## src/rtl/uart_arb_pkg.sv

```systemverilog
// Shared types and constants for the UART transmit arbiter and its round-robin picker.
package uart_arb_pkg;

    localparam int UART_DATA_W = 8;
    localparam int TIMER_W     = 28;

    typedef enum logic [1:0] {
        IDLE      = 2'd0,
        LAUNCH    = 2'd1,
        WAIT_BUSY = 2'd2,
        WAIT_DONE = 2'd3
    } state_t;

endpackage

```

## src/rtl/uart_rr_pick.sv

```systemverilog
// Combinational round-robin selector: first set request strictly after last_grant, wrapping.
module uart_rr_pick
    import uart_arb_pkg::*;
#(
    parameter int NUM_REQ = 4,
    parameter int IDX_W   = $clog2(NUM_REQ)
) (
    input  logic [NUM_REQ-1:0] req,
    input  logic [IDX_W-1:0]   last_grant,
    output logic [IDX_W-1:0]   winner,
    output logic               any_req
);

    logic [IDX_W:0] idx_s;

    // Scan from the farthest candidate to the nearest so the nearest set request wins;
    // the wrap is an explicit compare so non-power-of-two counts never alias.
    always_comb begin
        winner  = '0;
        idx_s   = '0;
        any_req = |req;
        for (int k = NUM_REQ; k >= 1; k--) begin
            idx_s  = {1'b0, last_grant} + (IDX_W+1)'(k);
            idx_s  = (idx_s >= (IDX_W+1)'(NUM_REQ)) ? idx_s - (IDX_W+1)'(NUM_REQ) : idx_s;
            winner = req[idx_s[IDX_W-1:0]] ? idx_s[IDX_W-1:0] : winner;
        end
    end

endmodule

```

## src/rtl/uart_tx_arbiter.sv

```systemverilog
// Round-robin sharing of one UART transmitter among NUM_REQ byte producers.
// Optional wait-phase watchdog enabled by defining UART_ARB_TIMEOUT_EN.
module uart_tx_arbiter
    import uart_arb_pkg::*;
#(
    parameter int              NUM_REQ        = 4,
    parameter logic [TIMER_W-1:0] TIMEOUT_CYCLES = 28'd200000
) (
    input  logic                         clk_10ns,
    input  logic                         uart_reset,
    input  logic [NUM_REQ-1:0]           req_valid,
    input  logic [NUM_REQ*UART_DATA_W-1:0] req_data,
    output logic [NUM_REQ-1:0]           req_ack,
    input  logic                         uart_tx_ready,
    output logic                         uart_tx_start,
    output logic [UART_DATA_W-1:0]       uart_transmit_data,
    output logic [$clog2(NUM_REQ)-1:0]   grant_id,
    output logic                         arb_busy,
    output logic                         timeout_err
);

    localparam int IDX_W = $clog2(NUM_REQ);

    state_t           state_r;
    state_t           state_nxt_s;
    logic [IDX_W-1:0] last_grant_r;
    logic [IDX_W-1:0] winner_s;
    logic             any_req_s;
    logic             timeout_fire_s;

    uart_rr_pick #(
        .NUM_REQ (NUM_REQ),
        .IDX_W   (IDX_W)
    ) u_pick (
        .req        (req_valid),
        .last_grant (last_grant_r),
        .winner     (winner_s),
        .any_req    (any_req_s)
    );

`ifdef UART_ARB_TIMEOUT_EN
    logic [TIMER_W-1:0] timer_r;
    logic               in_wait_s;

    assign in_wait_s      = (state_r == WAIT_BUSY) || (state_r == WAIT_DONE);
    assign timeout_fire_s = in_wait_s && (timer_r == TIMEOUT_CYCLES - 28'd1);

    // Wait-phase cycle counter, cleared on every state change and outside the wait states.
    always_ff @(posedge clk_10ns) begin
        if (uart_reset) begin
            timer_r <= '0;
        end else if (!in_wait_s || (state_nxt_s != state_r)) begin
            timer_r <= '0;
        end else begin
            timer_r <= timer_r + 28'd1;
        end
    end

    // Sticky abort flag; a legitimate ready transition on the same edge is not an abort.
    always_ff @(posedge clk_10ns) begin
        if (uart_reset) begin
            timeout_err <= 1'b0;
        end else begin
            timeout_err <= timeout_err | (timeout_fire_s &&
                ((state_r == WAIT_BUSY && uart_tx_ready) || (state_r == WAIT_DONE && !uart_tx_ready)));
        end
    end
`else
    logic [TIMER_W-1:0] unused_timeout_s;

    assign unused_timeout_s = TIMEOUT_CYCLES;
    assign timeout_fire_s   = 1'b0;

    // Without the watchdog the error flag is a register that never leaves 0.
    always_ff @(posedge clk_10ns) begin
        if (uart_reset) begin
            timeout_err <= 1'b0;
        end else begin
            timeout_err <= 1'b0;
        end
    end
`endif

    // Next-state decode.
    always_comb begin
        state_nxt_s = state_r;
        case (state_r)
            IDLE:      state_nxt_s = (uart_tx_ready && any_req_s) ? LAUNCH : IDLE;
            LAUNCH:    state_nxt_s = WAIT_BUSY;
            WAIT_BUSY: state_nxt_s = !uart_tx_ready ? WAIT_DONE : (timeout_fire_s ? IDLE : WAIT_BUSY);
            WAIT_DONE: state_nxt_s = (uart_tx_ready || timeout_fire_s) ? IDLE : WAIT_DONE;
            default:   state_nxt_s = IDLE;
        endcase
    end

    // State, pointer and registered outputs; the byte only moves on the IDLE->LAUNCH grant.
    always_ff @(posedge clk_10ns) begin
        if (uart_reset) begin
            state_r            <= IDLE;
            last_grant_r       <= IDX_W'(NUM_REQ - 1);
            req_ack            <= '0;
            uart_tx_start      <= 1'b0;
            uart_transmit_data <= '0;
            grant_id           <= '0;
            arb_busy           <= 1'b0;
        end else begin
            state_r  <= state_nxt_s;
            arb_busy <= (state_nxt_s != IDLE);
            if (state_r == IDLE && state_nxt_s == LAUNCH) begin
                uart_transmit_data <= req_data[winner_s*UART_DATA_W +: UART_DATA_W];
                req_ack            <= {{(NUM_REQ-1){1'b0}}, 1'b1} << winner_s;
                grant_id           <= winner_s;
                last_grant_r       <= winner_s;
                uart_tx_start      <= 1'b1;
            end else begin
                req_ack       <= '0;
                uart_tx_start <= 1'b0;
            end
        end
    end

endmodule

```

## config.mk

```make
export PLATFORM = sky130hd
export DESIGN_NAME = uart_tx_arbiter
export DESIGN_NICKNAME = d
export VERILOG_FILES = /design/src/rtl/uart_arb_pkg.sv /design/src/rtl/uart_rr_pick.sv /design/src/rtl/uart_tx_arbiter.sv
export SDC_FILE = /design/constraint.sdc
export NUM_CORES = 1
export LEC_CHECK = 0
export CAP_MARGIN = 20
export CORE_MARGIN = 2
export CORE_UTILIZATION = 30
export DETAILED_ROUTE_END_ITERATION = 8
export PLACE_DENSITY_LB_ADDON = 0.15
export SETUP_SLACK_MARGIN = 0.05
export SYNTH_ARGS = -nofsm -noshare
export SYNTH_HDL_FRONTEND = slang
export SYNTH_SLANG_ARGS = --single-unit
export TNS_END_PERCENT = 30
```

## constraint.sdc

```tcl
create_clock -name clk_10ns -period 2.95 [get_ports clk_10ns]
set_input_delay 0.7375 -clock clk_10ns [delete_from_list [all_inputs] [get_ports clk_10ns]]
set_output_delay 0.7375 -clock clk_10ns [all_outputs]
set_load 0.03 [all_outputs]
```

Yosys cells after proc, flatten, opt, wreduce, memory -nomap -nowiden

Index checks and enable logic that the tools add are counted.

Flip-flop bits (word level): 20
Bits of input ports: 39
Output and inout bits: 17
Word-level logic and storage cells: 57

$add $sub $neg: 8
$lt $le $gt $ge: 8
Eq/ne operators: 4
Shift-type cells: 2
Mux-type cells: 21
Bitwise gates (word level): 1
Reduce and logical (&&, ||, !) cells: 6

Operator list:

| kind                                                        | number |
|---|---|
| variable part select 32 x 6 -> 8 bit                        | 1 |
| 2-to-1 mux 2 bit                                            | 9 |
| greater-or-equal comparator 3 bit (second input constant)   | 4 |
| less-than comparator 2 x 3 -> 1 bit (second input constant) | 4 |
| binary-select mux 1 bit (select 2 bit)                      | 4 |
| one-hot mux 2 bit (4 select lines)                          | 1 |
| subtractor 2 x 1 -> 2 bit (second input constant)           | 4 |
| 2-to-1 mux 1 bit                                            | 7 |
| adder 2 x 2 -> 3 bit (second input constant)                | 2 |
| == test 2 x 1 -> 1 bit (second input constant)              | 2 |
| == test 2 bit (second input constant)                       | 2 |
| OR reduction 4 bit                                          | 1 |
| left shift 1 x 2 -> 4 bit (first input constant)            | 1 |
| adder 2 x 1 -> 3 bit (second input constant)                | 1 |
| adder 2 x 3 -> 3 bit (second input constant)                | 1 |
| logical AND 1 bit                                           | 2 |
| zero test 2 bit                                             | 1 |
| nonzero test 2 bit                                          | 1 |
| OR reduction 2 bit                                          | 1 |
| NOT 1 bit                                                   | 1 |

Longest topological paths before layout

Depth after elaboration: 10
Mapped depth: 7
Depth with buffers taken out: 7

Hierarchy

Synthesis repeated with hierarchy kept, for this count alone.

Cells, all modules: 99
Area total of the unflattened synthesis: 979.7 um2

Modules (own cells, without submodules):

| module          | instances | cells an instance | area an instance (um2) | sequential area each (um2) |
|---|---|---|---|---|
| uart_tx_arbiter | 1         | 85                | 888.4                  | 400.4 |
| uart_rr_pick    | 1         | 14                | 91.3                   | 0.0 |

Worst setup path before layout

OpenSTA, ideal clock, no wires.

Kind: input to register
From: input port req_valid[1]
To: register uart_transmit_data[2]
Library setup time: 122 ps
Arrival: 2071 ps
Required time: 2828 ps
Setup slack: 757 ps
Stages: 5
Buffers on the path: 0
Cell sequence: nor2b_1 > o21a_4 > nor3_4 > mux2_4 > a221o_1

Word-level cells in the longest chain between the ends: 7
Elaborated cells on any way between the ends: 19
Those cells by class: 1 x eq/ne; 1 x shift; 14 x mux; 3 x reduce/logical

RTL lines:

| item                                   | RTL line               | source |
|---|---|---|
| start, declared                        | uart_tx_arbiter.sv:11  | `input logic [NUM_REQ-1:0] req_valid,` |
| binary-select mux 1 bit (select 2 bit) | uart_rr_pick.sv:25     | `winner = req[idx_s[IDX_W-1:0]] ? idx_s[IDX_W-1:0] : winner;` |
| 2-to-1 mux 1 bit (implied by the code) | uart_rr_pick.sv:25     |  |
| 2-to-1 mux 2 bit (4 in series)         | uart_rr_pick.sv:25     |  |
| variable part select 32 x 6 -> 8 bit   | uart_tx_arbiter.sv:110 | `uart_transmit_data <= req_data[winner_s*UART_DATA_W +: UART_DATA_W];` |
| end signal, assigned                   | uart_tx_arbiter.sv:110 |  |
| end, declared                          | uart_tx_arbiter.sv:16  | `output logic [UART_DATA_W-1:0] uart_transmit_data,` |

Several ways; a longest one is shown, not always the timed one. The select of a mux whose other input is x is not followed.
A chain may end at the register's enable or synchronous reset.

Worst setup path in the final report

From: input port req_valid[1]
To: register uart_transmit_data[4]

The elaborated chain is that of the path after synthesis.

==> results.sh <==
export IMPL_gp_congestion=0.798
export IMPL_ys_seq_elements=20
export IMPL_setup_violations=0
export IMPL_ys_warnings_count=0
export IMPL_drive_gt1_frac=0.135
export IMPL_remaining_drc_errors=0
export IMPL_clk_pin_slew_ps=110
export IMPL_slew_headroom=0.655
export IMPL_drtPass1Iterations=4
export IMPL_synthCells=112
export IMPL_slew_violations=0
export IMPL_syn_cell_area_sq_mm=0.00106
export IMPL_ant_nets=0
export IMPL_fp_dieW_um=63.4
export IMPL_power_leakage_nw=0.666
export IMPL_cts_resized=0
export IMPL_synth_top_cell_area_share=0.378
export IMPL_core_sq_mm=0.00336
export IMPL_ir_worst_vdd_mv=0.193
export IMPL_area_growth_syn_to_layout_pct=59.3
export IMPL_drtIter0Drc=33
export IMPL_antenna_found_initial=0
export IMPL_htreeDepth=1
export IMPL_crit_type="in2reg"
export IMPL_critPathLaunch="req_valid[1]"
export IMPL_timing_rr_start="last_grant_r[0]$_SDFFE_PP1P_"
export IMPL_yosysUniqueCellTypes=34
export IMPL_n_antenna_cell=0
export IMPL_end_kind="flip-flop"
export IMPL_period_minus_slack_ps=2450
export IMPL_routed_via_density=4.87
export IMPL_io_buffer_count=54
export IMPL_cts_sinks=20
export IMPL_syn_avg_cell_area_sq_um=9.46
export IMPL_finalHoldViolCount=0
export IMPL_via_count=1051
export IMPL_arrival_ps=2640
export IMPL_start_util=0.315
export IMPL_post_cts_buffers=0
export IMPL_synth_nets=151
export IMPL_yosys_top_cells_area="dfxtp_1, mux2i_1, mux2_4, nor2_1, o31ai_1"
export IMPL_overflow=0
export IMPL_clk_latency_ps=290
export IMPL_die_h_um=63.4
export IMPL_grt_first_pass_wirelength_um=4850
export IMPL_crit_required_ps=3140
export IMPL_clk_path_buf_depth=2
export IMPL_grt_pass1_vias=1132
export IMPL_worstPathMaxFanout=7
export IMPL_max_freq_mhz=409
export IMPL_max_cap_violations=0
export IMPL_yosysSeqAreaShare=0.378
export IMPL_yosysTopAreaCell="dfxtp_1"
export IMPL_layout_commonest_cell="clkdlybuf4s50_1"
export IMPL_wire_per_inst_um=13.6
export IMPL_postCtsHoldBufs=0
export IMPL_wirelength_um=2940
export IMPL_p_per_area_mw_per_mm2=425
export IMPL_outcome="finished clean"
export IMPL_hp_class="reg2reg"
export IMPL_dp_hpwl_um=2330
export IMPL_finClkSkew_ps=0.702
export IMPL_rows=21
export IMPL_rsz0062_at_grt="no"
export IMPL_numCtsBuffers=3
export IMPL_root_buffer="clkbuf_4"
export IMPL_fillers=355
export IMPL_grt_usage=0.150
export IMPL_hold_slack_ps=452
export IMPL_nets=211
export IMPL_hold_path_startpoint="grant_id[1]$_SDFFE_PP0P_"
export IMPL_tns_ps=0
export IMPL_worstMarginPinSlew_ps=511
export IMPL_cts_tree="yes"
export IMPL_most_common_layout_cells="clkdlybuf4s50_1, dfxtp_1, nor2_1"
export IMPL_ios=56
export IMPL_period_share=0.829
export IMPL_startpoint_type="input port"
export IMPL_grt_max_degree=11
export IMPL_die_area_sq_mm=0.00402
worst max-delay path, stage by stage:
cell	delay [ps]
clkdlybuf4s50_1	500
nor2b_1	210
o21a_4	240
nor3_4	340
mux2_4	330
a221o_1	280
state kept, by name, summed over array words and instances (netlist names):
name / cells
state_r: 2
last_grant_r: 2
uart_tx_start: 1
uart_transmit_data: 8
arb_busy: 1
req_ack: 4
grant_id: 2
stage by stage:
| step | total power [mW] | setup WS [ps] | util | area [sq um] | std cells |
|---|---|---|---|---|---|
| final | 0.718 | 505 | 0.502 | 1690 | 216 |
| after global routing | 0.759 | 438 | 0.502 | 1690 | 216 |
| after CTS | 0.727 | 526 | 0.502 | 1690 | 216 |
| after detailed placement | 0.594 | 189 | 0.495 | 1670 | 213 |
| after global placement | 0.591 | 221 | 0.495 | 1670 | 213 |
| after floorplan | 0.476 | 757 | - | 1060 | 112 |
final timing paths:
path	to	slack [ps]	cells after the start
worst max-delay path	uart_transmit_data[4]$_SDFFE_PP0P_	500	6
worst min-delay path	grant_id[1]$_SDFFE_PP0P_	450	2
worst max register to register	uart_transmit_data[4]$_SDFFE_PP0P_	1150	5
worst min register to register	grant_id[1]$_SDFFE_PP0P_	450	2
cells in the mapped netlist:
master    number
nor2_1        12
o31ai_1        6
nand2b_1       4
o21a_4         1
buf_4          2
or2_2          1
nand3_1        4
o21a_1         1
o21ai_1        3
o211ai_1       2
mux2i_1        6
a21oi_4        1
inv_1          2
o21ai_2        1
nand4_1        6
conb_1         1
nor3_4         1
a21o_1         3
dfxtp_1       20
nand2_1        6
nand2_2        1
nor3_2         1
nand2_4        1
o221a_2        1
mux2_4         4
a21oi_1        7
mux2_2         2
o21ai_0        3
o41a_1         1
nor2b_1        1
o41ai_1        1
inv_2          1
a221o_1        4
nor2b_4        1
final cells by class:
class                      count  area [sq um]  area share
timing repair buffer          57           563       0.334
multi-input combinational     87           633       0.375
clock buffer                   3          22.5      0.0133
tap                           46          57.6      0.0341
sequential                    20           400       0.237
inverter                       3          11.3     0.00667
power breakdown:
part | leakage (nW) | total (mW) | internal (mW) | switching, mW
Clock | 0.0138 | 0.129 | 0.0475 | 0.0817
Combinational | 0.488 | 0.275 | 0.143 | 0.132
Sequential | 0.164 | 0.313 | 0.296 | 0.0177
Total | 0.666 | 0.718 | 0.486 | 0.231
per-layer routing:
layer | track usage | up-vias | wire length, um
met5 | 0 | - | 0
met1 | 0.176 | 471 | 1260
met2 | 0.254 | 35 | 1380
li1 | - | 537 | -
met3 | 0.0429 | 8 | 230
met4 | 0.0652 | 0 | 74
logic make-up after synthesis:
kind of cell | share of synthesized area
other cells | 0.00354
flops | 0.378
compound gates | 0.251
mux | 0.135
buf+inv | 0.0248
simple gates | 0.208
Note: power is estimated with default switching activity, not from simulation.
